## src/rtl/cacheline_adaptor_pkg.sv

```systemverilog
// Shared types and defaults for the cache-line to memory-burst adaptor.
// Sits alongside the rv32i_types package in the same slice.
package cacheline_adaptor_pkg;

    localparam int unsigned DEFAULT_LINE_WIDTH  = 256;
    localparam int unsigned DEFAULT_BURST_WIDTH = 64;
    localparam int unsigned DEFAULT_ADDR_WIDTH  = 32;
    localparam int unsigned DEFAULT_BEATS       = DEFAULT_LINE_WIDTH / DEFAULT_BURST_WIDTH;

    typedef enum logic [1:0] {
        IDLE,
        RD_BURST,
        WR_BURST,
        DONE
    } adaptor_state_t;

    // Beat counter width; kept at least one bit so a single-beat line still elaborates.
    function automatic int unsigned beat_cnt_width(input int unsigned beats);
        return (beats > 1) ? $clog2(beats) : 1;
    endfunction

endpackage

```

## src/rtl/line_shift_reg.sv

```systemverilog
// Line-wide register viewed as BEATS slices of BURST_WIDTH bits.
// Supports a full-line load or a single-slice write, plus a slice select,
// all indexed by the adaptor's beat counter.
module line_shift_reg #(
    parameter int unsigned LINE_WIDTH  = 256,
    parameter int unsigned BURST_WIDTH = 64,
    parameter int unsigned CNT_W       = 2
) (
    input  logic                   clk,
    input  logic                   rst_n,
    input  logic                   load,
    input  logic [LINE_WIDTH-1:0]  line_in,
    input  logic                   beat_we,
    input  logic [BURST_WIDTH-1:0] beat_in,
    input  logic [CNT_W-1:0]       beat_idx,
    output logic [LINE_WIDTH-1:0]  line_out,
    output logic [BURST_WIDTH-1:0] beat_out
);

    localparam int unsigned BEATS = LINE_WIDTH / BURST_WIDTH;

    logic [BEATS-1:0][BURST_WIDTH-1:0] line_q;

    // Full-line load takes priority over a slice write.
    always_ff @(posedge clk or negedge rst_n) begin
        if (!rst_n) begin
            line_q <= '0;
        end else if (load) begin
            line_q <= line_in;
        end else if (beat_we) begin
            line_q[beat_idx] <= beat_in;
        end
    end

    assign line_out = line_q;
    assign beat_out = line_q[beat_idx];

endmodule

```

## src/rtl/cacheline_adaptor.sv

```systemverilog
// Cache-line adaptor: turns one whole-line read/write from the L1 cache into
// a BEATS-long burst on the narrow memory bus, and returns a one-cycle resp_o.
// Optional feature macro: ADAPTOR_PERF_CNT_EN (line read/write completion counters).
module cacheline_adaptor
    import cacheline_adaptor_pkg::*;
#(
    parameter int unsigned LINE_WIDTH  = DEFAULT_LINE_WIDTH,
    parameter int unsigned BURST_WIDTH = DEFAULT_BURST_WIDTH,
    parameter int unsigned ADDR_WIDTH  = DEFAULT_ADDR_WIDTH
) (
    input  logic                   clk,
    input  logic                   rst_n,
    input  logic [LINE_WIDTH-1:0]  line_i,
    output logic [LINE_WIDTH-1:0]  line_o,
    input  logic [ADDR_WIDTH-1:0]  address_i,
    input  logic                   read_i,
    input  logic                   write_i,
    output logic                   resp_o,
    input  logic [BURST_WIDTH-1:0] burst_i,
    output logic [BURST_WIDTH-1:0] burst_o,
    output logic [ADDR_WIDTH-1:0]  address_o,
    output logic                   read_o,
    output logic                   write_o,
    input  logic                   resp_i,
    output logic [31:0]            perf_reads,
    output logic [31:0]            perf_writes
);

    localparam int unsigned BEATS    = LINE_WIDTH / BURST_WIDTH;
    localparam int unsigned CNT_W    = beat_cnt_width(BEATS);
    localparam int unsigned OFFSET_W = $clog2(LINE_WIDTH / 8);
    localparam logic [CNT_W-1:0] LAST_BEAT = CNT_W'(BEATS - 1);

    adaptor_state_t        state_q;
    logic [CNT_W-1:0]      count_q;
    logic [ADDR_WIDTH-1:0] address_q;
    logic                  read_q;
    logic                  write_q;
    logic                  resp_q;

    logic [ADDR_WIDTH-1:0] line_addr;
    logic                  rd_beat_we;
    logic                  wr_load;
    logic [BURST_WIDTH-1:0] unused_rd_beat;
    logic [LINE_WIDTH-1:0]  unused_wr_line;
    logic                   unused_addr_bits;

    // Line-aligned address: the byte offset within the line is dropped.
    assign line_addr        = {address_i[ADDR_WIDTH-1:OFFSET_W], {OFFSET_W{1'b0}}};
    assign unused_addr_bits = ^address_i[OFFSET_W-1:0];

    assign rd_beat_we = (state_q == RD_BURST) && resp_i;
    // Read wins a simultaneous request, so only a lone write loads the line.
    assign wr_load    = (state_q == IDLE) && !read_i && write_i;

    // Request/burst FSM with registered memory-side and cache-side strobes.
    always_ff @(posedge clk or negedge rst_n) begin
        if (!rst_n) begin
            state_q   <= IDLE;
            count_q   <= '0;
            address_q <= '0;
            read_q    <= 1'b0;
            write_q   <= 1'b0;
            resp_q    <= 1'b0;
        end else begin
            resp_q <= 1'b0;
            unique case (state_q)
                IDLE: begin
                    if (read_i) begin
                        address_q <= line_addr;
                        read_q    <= 1'b1;
                        state_q   <= RD_BURST;
                    end else if (write_i) begin
                        address_q <= line_addr;
                        write_q   <= 1'b1;
                        state_q   <= WR_BURST;
                    end
                end
                RD_BURST: begin
                    if (resp_i) begin
                        count_q <= count_q + 1'b1;
                        if (count_q == LAST_BEAT) begin
                            read_q  <= 1'b0;
                            resp_q  <= 1'b1;
                            state_q <= DONE;
                        end
                    end
                end
                WR_BURST: begin
                    if (resp_i) begin
                        count_q <= count_q + 1'b1;
                        if (count_q == LAST_BEAT) begin
                            write_q <= 1'b0;
                            resp_q  <= 1'b1;
                            state_q <= DONE;
                        end
                    end
                end
                DONE: begin
                    // Requests still held here are ignored; the cache drops them on resp_o.
                    count_q <= '0;
                    state_q <= IDLE;
                end
                default: state_q <= IDLE;
            endcase
        end
    end

    // Read assembly buffer; only a read ever changes it, so line_o holds across writes.
    line_shift_reg #(
        .LINE_WIDTH (LINE_WIDTH),
        .BURST_WIDTH(BURST_WIDTH),
        .CNT_W      (CNT_W)
    ) u_rd_buf (
        .clk     (clk),
        .rst_n   (rst_n),
        .load    (1'b0),
        .line_in ({LINE_WIDTH{1'b0}}),
        .beat_we (rd_beat_we),
        .beat_in (burst_i),
        .beat_idx(count_q),
        .line_out(line_o),
        .beat_out(unused_rd_beat)
    );

    // Write slicing buffer; latched once in IDLE, then read out beat by beat.
    line_shift_reg #(
        .LINE_WIDTH (LINE_WIDTH),
        .BURST_WIDTH(BURST_WIDTH),
        .CNT_W      (CNT_W)
    ) u_wr_buf (
        .clk     (clk),
        .rst_n   (rst_n),
        .load    (wr_load),
        .line_in (line_i),
        .beat_we (1'b0),
        .beat_in ({BURST_WIDTH{1'b0}}),
        .beat_idx(count_q),
        .line_out(unused_wr_line),
        .beat_out(burst_o)
    );

    assign address_o = address_q;
    assign read_o    = read_q;
    assign write_o   = write_q;
    assign resp_o    = resp_q;

`ifdef ADAPTOR_PERF_CNT_EN
    logic        txn_write_q;
    logic [31:0] perf_reads_q;
    logic [31:0] perf_writes_q;

    // Completion counters, bumped once per DONE according to the accepted request type.
    always_ff @(posedge clk or negedge rst_n) begin
        if (!rst_n) begin
            txn_write_q   <= 1'b0;
            perf_reads_q  <= '0;
            perf_writes_q <= '0;
        end else begin
            if (state_q == IDLE && (read_i || write_i)) begin
                txn_write_q <= !read_i;
            end
            if (state_q == DONE) begin
                if (txn_write_q) begin
                    perf_writes_q <= perf_writes_q + 32'd1;
                end else begin
                    perf_reads_q <= perf_reads_q + 32'd1;
                end
            end
        end
    end

    assign perf_reads  = perf_reads_q;
    assign perf_writes = perf_writes_q;
`else
    assign perf_reads  = '0;
    assign perf_writes = '0;
`endif

    // A simultaneous read and write in IDLE must always start a read burst.
    read_wins_a: assert property (@(posedge clk) disable iff (!rst_n)
        (state_q == IDLE && read_i && write_i) |=> (state_q == RD_BURST));

endmodule

```

## config.mk

```make
export PLATFORM = sky130hd
export DESIGN_NAME = cacheline_adaptor
export DESIGN_NICKNAME = d
export VERILOG_FILES = /design/src/rtl/cacheline_adaptor_pkg.sv /design/src/rtl/line_shift_reg.sv /design/src/rtl/cacheline_adaptor.sv
export SDC_FILE = /design/constraint.sdc
export NUM_CORES = 1
export LEC_CHECK = 0
export CAP_MARGIN = 10
export CELL_PAD_IN_SITES_DETAIL_PLACEMENT = 0
export CELL_PAD_IN_SITES_GLOBAL_PLACEMENT = 1
export CORE_AREA = 2 2 302 304
export DETAILED_ROUTE_END_ITERATION = 8
export DIE_AREA = 0 0 304 306
export GPL_TIMING_DRIVEN = 1
export PLACE_DENSITY_LB_ADDON = 0.1
export SYNTH_ARGS = -nofsm -noshare
export SYNTH_HDL_FRONTEND = slang
export SYNTH_SLANG_ARGS = --single-unit
export TNS_END_PERCENT = 30
```

## constraint.sdc

```tcl
create_clock -name clk -period 3 [get_ports clk]
set_clock_uncertainty 0.05 [all_clocks]
set_input_delay 0.6 -clock clk [delete_from_list [all_inputs] [get_ports clk]]
set_output_delay 0.6 -clock clk [all_outputs]
set_load 0.005 [all_outputs]
```

Yosys cells after proc, flatten, opt, wreduce, memory -nomap -nowiden
Index checks and enable logic that the tools add are counted.
{"block": "totals", "in_bits": 357, "regBits": 551, "output_inout_bits": 419, "wordCells": 71}
{"block": "op_classes", "add_sub_neg": 1, "n_reduce_logical": 16, "n_mux": 24, "n_eq_ne": 14, "order_cmp": 2}
{"operator": "bitwise mux 256 bit", "n": 1}
{"operator": "binary-select mux 64 bit (select 2 bit)", "n": 1}
{"operator": "demux 64 bit (select 2 bit)", "n": 1}
{"operator": "two-way mux 64 bit", "n": 2}
{"operator": "two-way mux 32 bit", "n": 2}
{"operator": "!= test 2 bit (second input constant)", "n": 6}
{"operator": "two-way mux 2 bit", "n": 5}
{"operator": "two-way mux 1 bit", "n": 8}
{"operator": "nonzero test 2 bit", "n": 4}
{"operator": "equality test 2 bit (second input constant)", "n": 3}
{"operator": "!= test 2 x 1 -> 1 bit (second input constant)", "n": 3}
{"operator": "one-hot mux 2 bit (3 select lines)", "n": 1}
{"operator": "AND reduction 5 bit", "n": 1}
{"operator": "logical AND 1 bit", "n": 4}
{"operator": "one-hot mux 1 bit (2 select lines)", "n": 2}
{"operator": "one-hot mux 2 bit (2 select lines)", "n": 1}
{"operator": "AND reduction 2 bit", "n": 2}
{"operator": "AND reduction 4 bit", "n": 1}
{"operator": "less-than comparator 2 x 3 -> 1 bit (second input constant)", "n": 1}
{"operator": "!= test 3 bit (second input constant)", "n": 1}
{"operator": "AND reduction 3 bit", "n": 1}
{"operator": "adder 2 x 1 -> 2 bit (second input constant)", "n": 1}
{"operator": "equality test 2 x 1 -> 1 bit (second input constant)", "n": 1}
{"operator": "greater-or-equal comparator 2 x 1 -> 1 bit (second input constant)", "n": 1}
{"operator": "other kinds (3)", "n": 3}

Longest topological paths before layout
Gate-level depths: netlist of run 1.
{"block": "logic_depth", "depth_word": 5, "depth_mapped": 8, "depth_no_buf": 5}

Cells and area by module
Synthesis of run 1 repeated with hierarchy kept, for this count alone.
{"block": "hier_totals", "cells_unflattened": 3131, "hier_area_um2": 29666.0}
{"module": "line_shift_reg", "area_each_um2": 13795.7, "instances": 2, "cells_each": 1480, "seq_area_each_um2": 6406.1}
{"module": "cacheline_adaptor", "area_each_um2": 2074.5, "instances": 1, "cells_each": 171, "seq_area_each_um2": 850.8}

Worst setup path before layout of run 1
No wires, ideal clock.
{"block": "synth_path", "kind": "register to output", "startpoint": "reg count_q[0]", "endpoint": "out burst_o[0]", "path_stages_with_launch": 5, "required_time_ps": 2350, "slack_ps": 913, "arrival_ps": 1437, "path_buffers": 3, "path_cell_list": "dfrtp_1 > clkbuf_1 > buf_6 > buf_4 > mux4_2"}
{"block": "synth_via", "elab_chain_len": 2}
{"element": "start: declaration", "line": "cacheline_adaptor.sv:35", "source": "logic [CNT_W-1:0] count_q;"}
{"element": "start signal: assignment", "line": "cacheline_adaptor.sv:81", "source": "count_q <= count_q + 1'b1;"}
{"element": "start signal: assignment", "line": "cacheline_adaptor.sv:91", "source": "count_q <= count_q + 1'b1;"}
{"element": "binary-select mux 64 bit (select 2 bit)", "line": "line_shift_reg.sv:36", "source": "assign beat_out = line_q[beat_idx];"}
{"element": "two-way mux 64 bit (not written as such)", "line": "line_shift_reg.sv:36"}
{"element": "end: declaration", "line": "cacheline_adaptor.sv:20", "source": "output logic [BURST_WIDTH-1:0] burst_o,"}
Every way passes these cells. The select of a mux whose other input is x is not followed.

Final worst setup path of run 1
{"block": "layout_path", "startpoint": "reg count_q[0]", "endpoint": "out burst_o[8]"}
The elaborated chain is that of the path after synthesis.

==> reports/metrics.csv, run 1 <==
metric,value,unit
outcome,finished clean,
r2r-end,u_wr_buf.line_out[230],
peakVddDrop,0.446,mV
cts_inserted_buffers,67,
finalCritPeriodShare,97.3,%
final_antenna_net_count,0,
grt_max_degree,65,
clockBufferDepth,3,
synth_common_cells,"dfrtp_1 (546), mux2_2 (300), mux2_4 (240), buf_4 (74), mux4_2 (64)",
hold_path.startpoint,address_o[22],
nets,2466,
hold_path_end,address_o[22],
report.final.slew_viol_count,0,
stdcell_count,3330,
slew_headroom,54.0,%
leakage,15.6,nW
post-route-cell-area,34400,sq um
routabilityCongestion,0.779,
crit_fanout,11,
die-width,304,um
path_clk_slew,0.06,ns
synth_edf_count,0,
avgViaCountPerCell,4.25,
avgSynthCellArea,17.6,sq um
fin_crit,2.92,ns
final_layout_size_suffix_gt1_share,36.0,%
setup_viol,0,
path_class,flop to output pin,
yosysWarnings,0,
synth.most_common_cell,dfrtp_1,
firstDrtPassIters,4,
vias,14145,
antenna_found_initial,29,
synth_top_area_cell,dfrtp_1,
synth_cells,1336,
detailedPlace.worstSlack,0.365,ns
ys_seq_area_share,58.1,%
ys_types,28,
layout_setup_ws,0.0810,ns
io_pins,776,
die-area,93000,sq um
rrSetupSlack,0.72,ns
fp.dieH,306,um
grt_pass1_wl,111000,um
grt_remaining_overflow,0,
drt_iter0_drc,366,
ys_seq_elements,546,
drt-total-wl,75600,um
worstPathArrival,2.27,ns
reg2reg_depth,7,
grtUsageTotal,16.1,%
io_buffers,701,
final.setup.tns,0,ns
rsz0062_at_grt,false,
fin_util,38.4,%
clock-sinks,546,
yosys.area.top_type_share,58.1,%
synth-main-ff-cell,dfrtp_1,
drv_cap,0,
synthesis.area,23500,sq um
min_path_type,flop to flop,
netlist_top_cells_area,"dfrtp_1 (58%), mux2_4 (15%), mux2_2 (14%), mux4_2 (6.1%), buf_4 (2.4%)",
drt-wirelength-per-cell,22.7,um
areaGrowthSynthToFinish,46.4,%
final-hold-violation-count,0,
endpoint_kind,output pin,
place_area,32000,sq um
cts-root-buf,clkbuf_16,
first_global_vias,15557,
cts_tree,built,
fp-row-count,110,
initial_core_util,26.2,%
holdPathStages,1,
fmax,343,MHz
tightest_slew,0.691,ns
htreeDepth,3,
dp_cells,3193,
dp_hpwl,55600,um
synthArstFlopShare,100,%
p_per_area,1070,nW/um^2
required,2.35,ns
remaining_drc_errors,0,
clk_latency,0.58,ns
r2r-start,state_q[0],
core_region_area,89600,sq um
startpoint_type,flop,
[area by class of cell]
| type | instances | area [sq um] |
|---|---|---|
| Inverter | 5 | 18.8 |
| Tap cell | 1176 | 1470 |
| Clock buffer | 102 | 1970 |
| Clock inverter | 16 | 264 |
| Timing Repair Buffer | 765 | 7920 |
| Fill cell | 8436 | 55200 |
| Multi-Input combinational cell | 713 | 9090 |
| Antenna cell | 7 | 17.5 |
| Sequential cell | 546 | 13700 |
[worst max-delay path by stage]
stage / slack, ns / endpoint / cells after the start / startpoint
2_1_floorplan: 0.91 / burst_o[0] / 4 / count_q[0]
3_3_place_gp: 0.35 / burst_o[13] / 3 / count_q[0]
3_5_place_dp: 0.36 / burst_o[7] / 3 / count_q[0]
4_1_cts: 0.005 / burst_o[11] / 5 / count_q[0]
5_1_grt: 0.006 / burst_o[13] / 5 / count_q[0]
6_report: 0.08 / burst_o[8] / 5 / count_q[0]
[cell usage in the layout (no fill, tap or decap), types with 21 or more instances in the layout]
| master | synthesis | routed |
|---|---|---|
| buf_12 | 0 | 32 |
| buf_4 | 74 | 25 |
| clkbuf_1 | 4 | 21 |
| clkbuf_16 | 0 | 69 |
| clkdlybuf4s50_1 | 0 | 636 |
| conb_1 | 1 | 69 |
| dfrtp_1 | 546 | 544 |
| dlygate4sd2_1 | 0 | 64 |
| mux2_2 | 300 | 300 |
| mux2_4 | 240 | 240 |
| mux4_2 | 64 | 64 |
[per-layer routing]
| metal | share of wire, % | global-route usage, % | routed length, um | up-vias |
|---|---|---|---|---|
| li1 | - | - | - | 6225 |
| met1 | 37 | 17.9 | 28200 | 7247 |
| met2 | 50 | 27.3 | 37700 | 496 |
| met3 | 9.8 | 7.39 | 7430 | 137 |
| met4 | 2.5 | 5.01 | 1910 | 40 |
| met5 | 0.33 | 0 | 253 | - |
[kinds of logic after synthesis]
logic type      share of synthesized area [%]
compound gates                          0.245
buf+inv                                  4.56
mux                                      36.0
simple gates                            0.468
fa+ha+maj                               0.585
other cells                            0.0159
flops                                    58.1
[state kept, by name (all words and copies together), names as in the netlist]
name	cells
u_rd_buf.line_out	256
u_wr_buf.line_out	256
address_o	27
count_q	2
state_q	2
read_o	1
resp_o	1
write_o	1
[worst max-delay path, cell delays in order, from the launching register on]
cell,delay (ns)
dfrtp_4,0.50
buf_12,0.15
buf_12,0.12
buf_16,0.15
mux4_2,0.45
dlygate4sd2_1,0.29
[power breakdown]
group	internal (mW)	total, mW	switching, mW
Sequential	11.1	13.1	2.04
Combinational	10.3	15.4	5.08
Clock	5.05	8.30	3.25
[metrics by stage]
| stage | hold WS, ns | power [mW] |
|---|---|---|
| after floorplan | 0.254 | 20.3 |
| after global placement | 0.437 | 29.0 |
| after detailed placement | 0.438 | 29.2 |
| after CTS | 0.454 | 37.6 |
| after global routing | 0.461 | 39.0 |
| final | 0.452 | 36.8 |
[what timing repair did]
item / 4_1_cts / 5_1_grt
setup endpoints to repair: 64 / 0
gates resized for setup: 69 / 0
endpoints found under the hold margin: 49 / 0
hold buffers: 1 / 0
buffers inserted: 8 / 0
Power figures use the tool's default switching activity.
==> run 2: changes to the inputs <==
==> constraint.sdc (replaced) <==
create_clock -name clk -period 3 [get_ports clk]
set_clock_uncertainty 0.05 [all_clocks]
set_input_delay 0.6 -clock clk [delete_from_list [all_inputs] [get_ports clk]]
set_output_delay 0.6 -clock clk [all_outputs]
set_load 0.02 [all_outputs]
==> run 2 against run 1 <==
Utilization decreased by 0.19 points. Via count decreased by 0.77%. Worst setup slack got worse by 0.012 ns. Combinational power increased by 21%. Clock-buffer cell count increased by 3. Highest routed layer unchanged. Largest power group unchanged. Final cell count increased by 0.27%. Final area decreased by 0.49%.
==> reports/metrics.csv, run 2 (synthesis gave the netlist of run 1 again) <==
metric,value,unit,change
outcome,finished clean,,
final-hold-violation-count,0,,unchanged
leakage,15.5,nW,-0.41%
drt-total-wl,76100,um,+0.71%
htreeDepth,3,,unchanged
io_pins,776,,unchanged
rsz0062_at_grt,true,,
final_antenna_net_count,0,,unchanged
drt_iter0_drc,480,,+31%
final.setup.tns,0,ns,unchanged
grt_pass1_wl,111000,um,+0.14%
p_per_area,1170,nW/um^2,+9.2%
worst_path_most_repeated_cell,buf_12,,
clock-sinks,546,,unchanged
final_cell_mix,"clkdlybuf4s50_1 (636), dfrtp_1 (544), mux2_2 (300)",,
crit_start,count_q[0],,
r2r-start,count_q[0],,
path_clk_slew,0.05,ns,about the same
setup_viol,0,,unchanged
path_class,flop to output pin,,
startpoint_type,flop,,
grtUsageTotal,16.1,%,+0.048 points
vias,14036,,-0.77%
stdcell_count,3339,,+0.27%
critPathMaxStageDelay,0.48,ns,-0.02 ns
slew_headroom,56.8,%,+2.8 points
io_buffers,701,,unchanged
min_path_type,input port to async pin,,
final_common_cell,clkdlybuf4s50_1,,
fmax,341,MHz,-0.40%
areaGrowthSynthToFinish,45.7,%,
required,2.35,ns,about the same
die-area,93000,sq um,unchanged
avgViaCountPerCell,4.20,,-1.0%
fin_util,38.2,%,-0.19 points
rrSetupSlack,0.68,ns,-0.04 ns
dp_cells,3186,,-0.22%
firstDrtPassIters,4,,unchanged
fp.dieH,306,um,unchanged
dp_hpwl,55900,um,+0.44%
cts_tree,built,,
grt_remaining_overflow,0,,unchanged
core_region_area,89600,sq um,unchanged
drv_cap,0,,unchanged
fp-row-count,110,,unchanged
antenna_found_initial,34,,+17%
routabilityCongestion,0.749,,-3.9%
cts-root-buf,clkbuf_16,,
worstPathArrival,2.28,ns,about the same
first_global_vias,15513,,-0.28%
finalCritPeriodShare,97.7,%,+0.39 points
die-width,304,um,unchanged
crit_fanout,14,,+3
report.final.slew_viol_count,0,,unchanged
cts_inserted_buffers,68,,+1.5%
path_cells,buf_12 > buf_12 > buf_4 > mux4_2 > dlygate4sd2_1,,
endpoint_kind,output pin,,
nets,2475,,+0.36%
tightest_slew,0.648,ns,-0.0420 ns
slowest_stage,mux4_2,,
drt-wirelength-per-cell,22.8,um,+0.43%
clockBufferDepth,3,,unchanged
grt_max_degree,109,,+68%
peakVddDrop,0.391,mV,-12%
fin_crit,2.93,ns,+0.0117 ns
initial_core_util,26.2,%,unchanged
clk_latency,0.59,ns,about the same
remaining_drc_errors,0,,unchanged
final_layout_size_suffix_gt1_share,37.7,%,+1.7 points
## run 2: worst paths after layout
kind / end / cells past startpoint
worst min register to register: address_o[21] / 1
max in group asynchronous: u_rd_buf.line_out[46] / 4
min in group clk: address_o[21] / 1
worst max register to register: u_rd_buf.line_out[173] / 8
worst min-delay path: u_rd_buf.line_out[74] / 2
worst max-delay path: burst_o[61] / 5
## run 2: critical path, delay by kind of cell (launching register included)
| kind | cells | cell delay, ns |
|---|---|---|
| muxes | 1 | 0.48 |
| buffers and inverters | 4 | 0.78 |
| DFF | 1 | 0.42 |
## run 2: timing repair
| item | in CTS | in global routing |
|---|---|---|
| hold buffers | 1 | 0 |
| buffers inserted | 11 | 14 |
| gates resized for setup | 145 | 20 |
| endpoints found under the hold margin | 16 | 0 |
| cloned | 1 | 1 |
| endpoints found under the setup margin | 64 | 31 |
## run 2: power breakdown
part           total, mW  internal [mW]  switching [mW]  leakage [nW]
Combinational       18.7           10.3            8.43          7.75
Clock               8.23           4.96            3.26          1.10
Sequential          13.0           11.1            1.98          6.64
Total               40.0           26.3            13.7          15.5
## run 2: final cells by class
cell class	count	area (sq um)
Fill cell	8475	55300
Sequential cell	546	13700
Multi-Input combinational cell	713	9090
Timing Repair Buffer	773	7740
Clock buffer	105	2050
Tap cell	1176	1470
Clock inverter	13	189
Antenna cell	8	20.0
Inverter	5	18.8
## run 2: routing by layer
| metal | global-route usage [%] | wire [um] |
|---|---|---|
| met1 | 17.8 | 28500 |
| met2 | 27.7 | 38100 |
| met3 | 7.42 | 7440 |
| met4 | 4.64 | 1800 |
| met5 | 0 | 269 |
## run 2: metrics by stage
stage                     hold slack [ns]  instance area [sq um]  total power [mW]  setup slack, ns
after CTS                           0.374                  34100              40.5          -0.0753
after detailed placement            0.421                  31900              32.4            0.265
final                               0.400                  34300              40.0           0.0692
after global placement              0.420                  31900              32.2            0.274
after global routing                0.400                  34200              42.2          -0.0145
after floorplan                     0.254                  23800              23.5            0.844
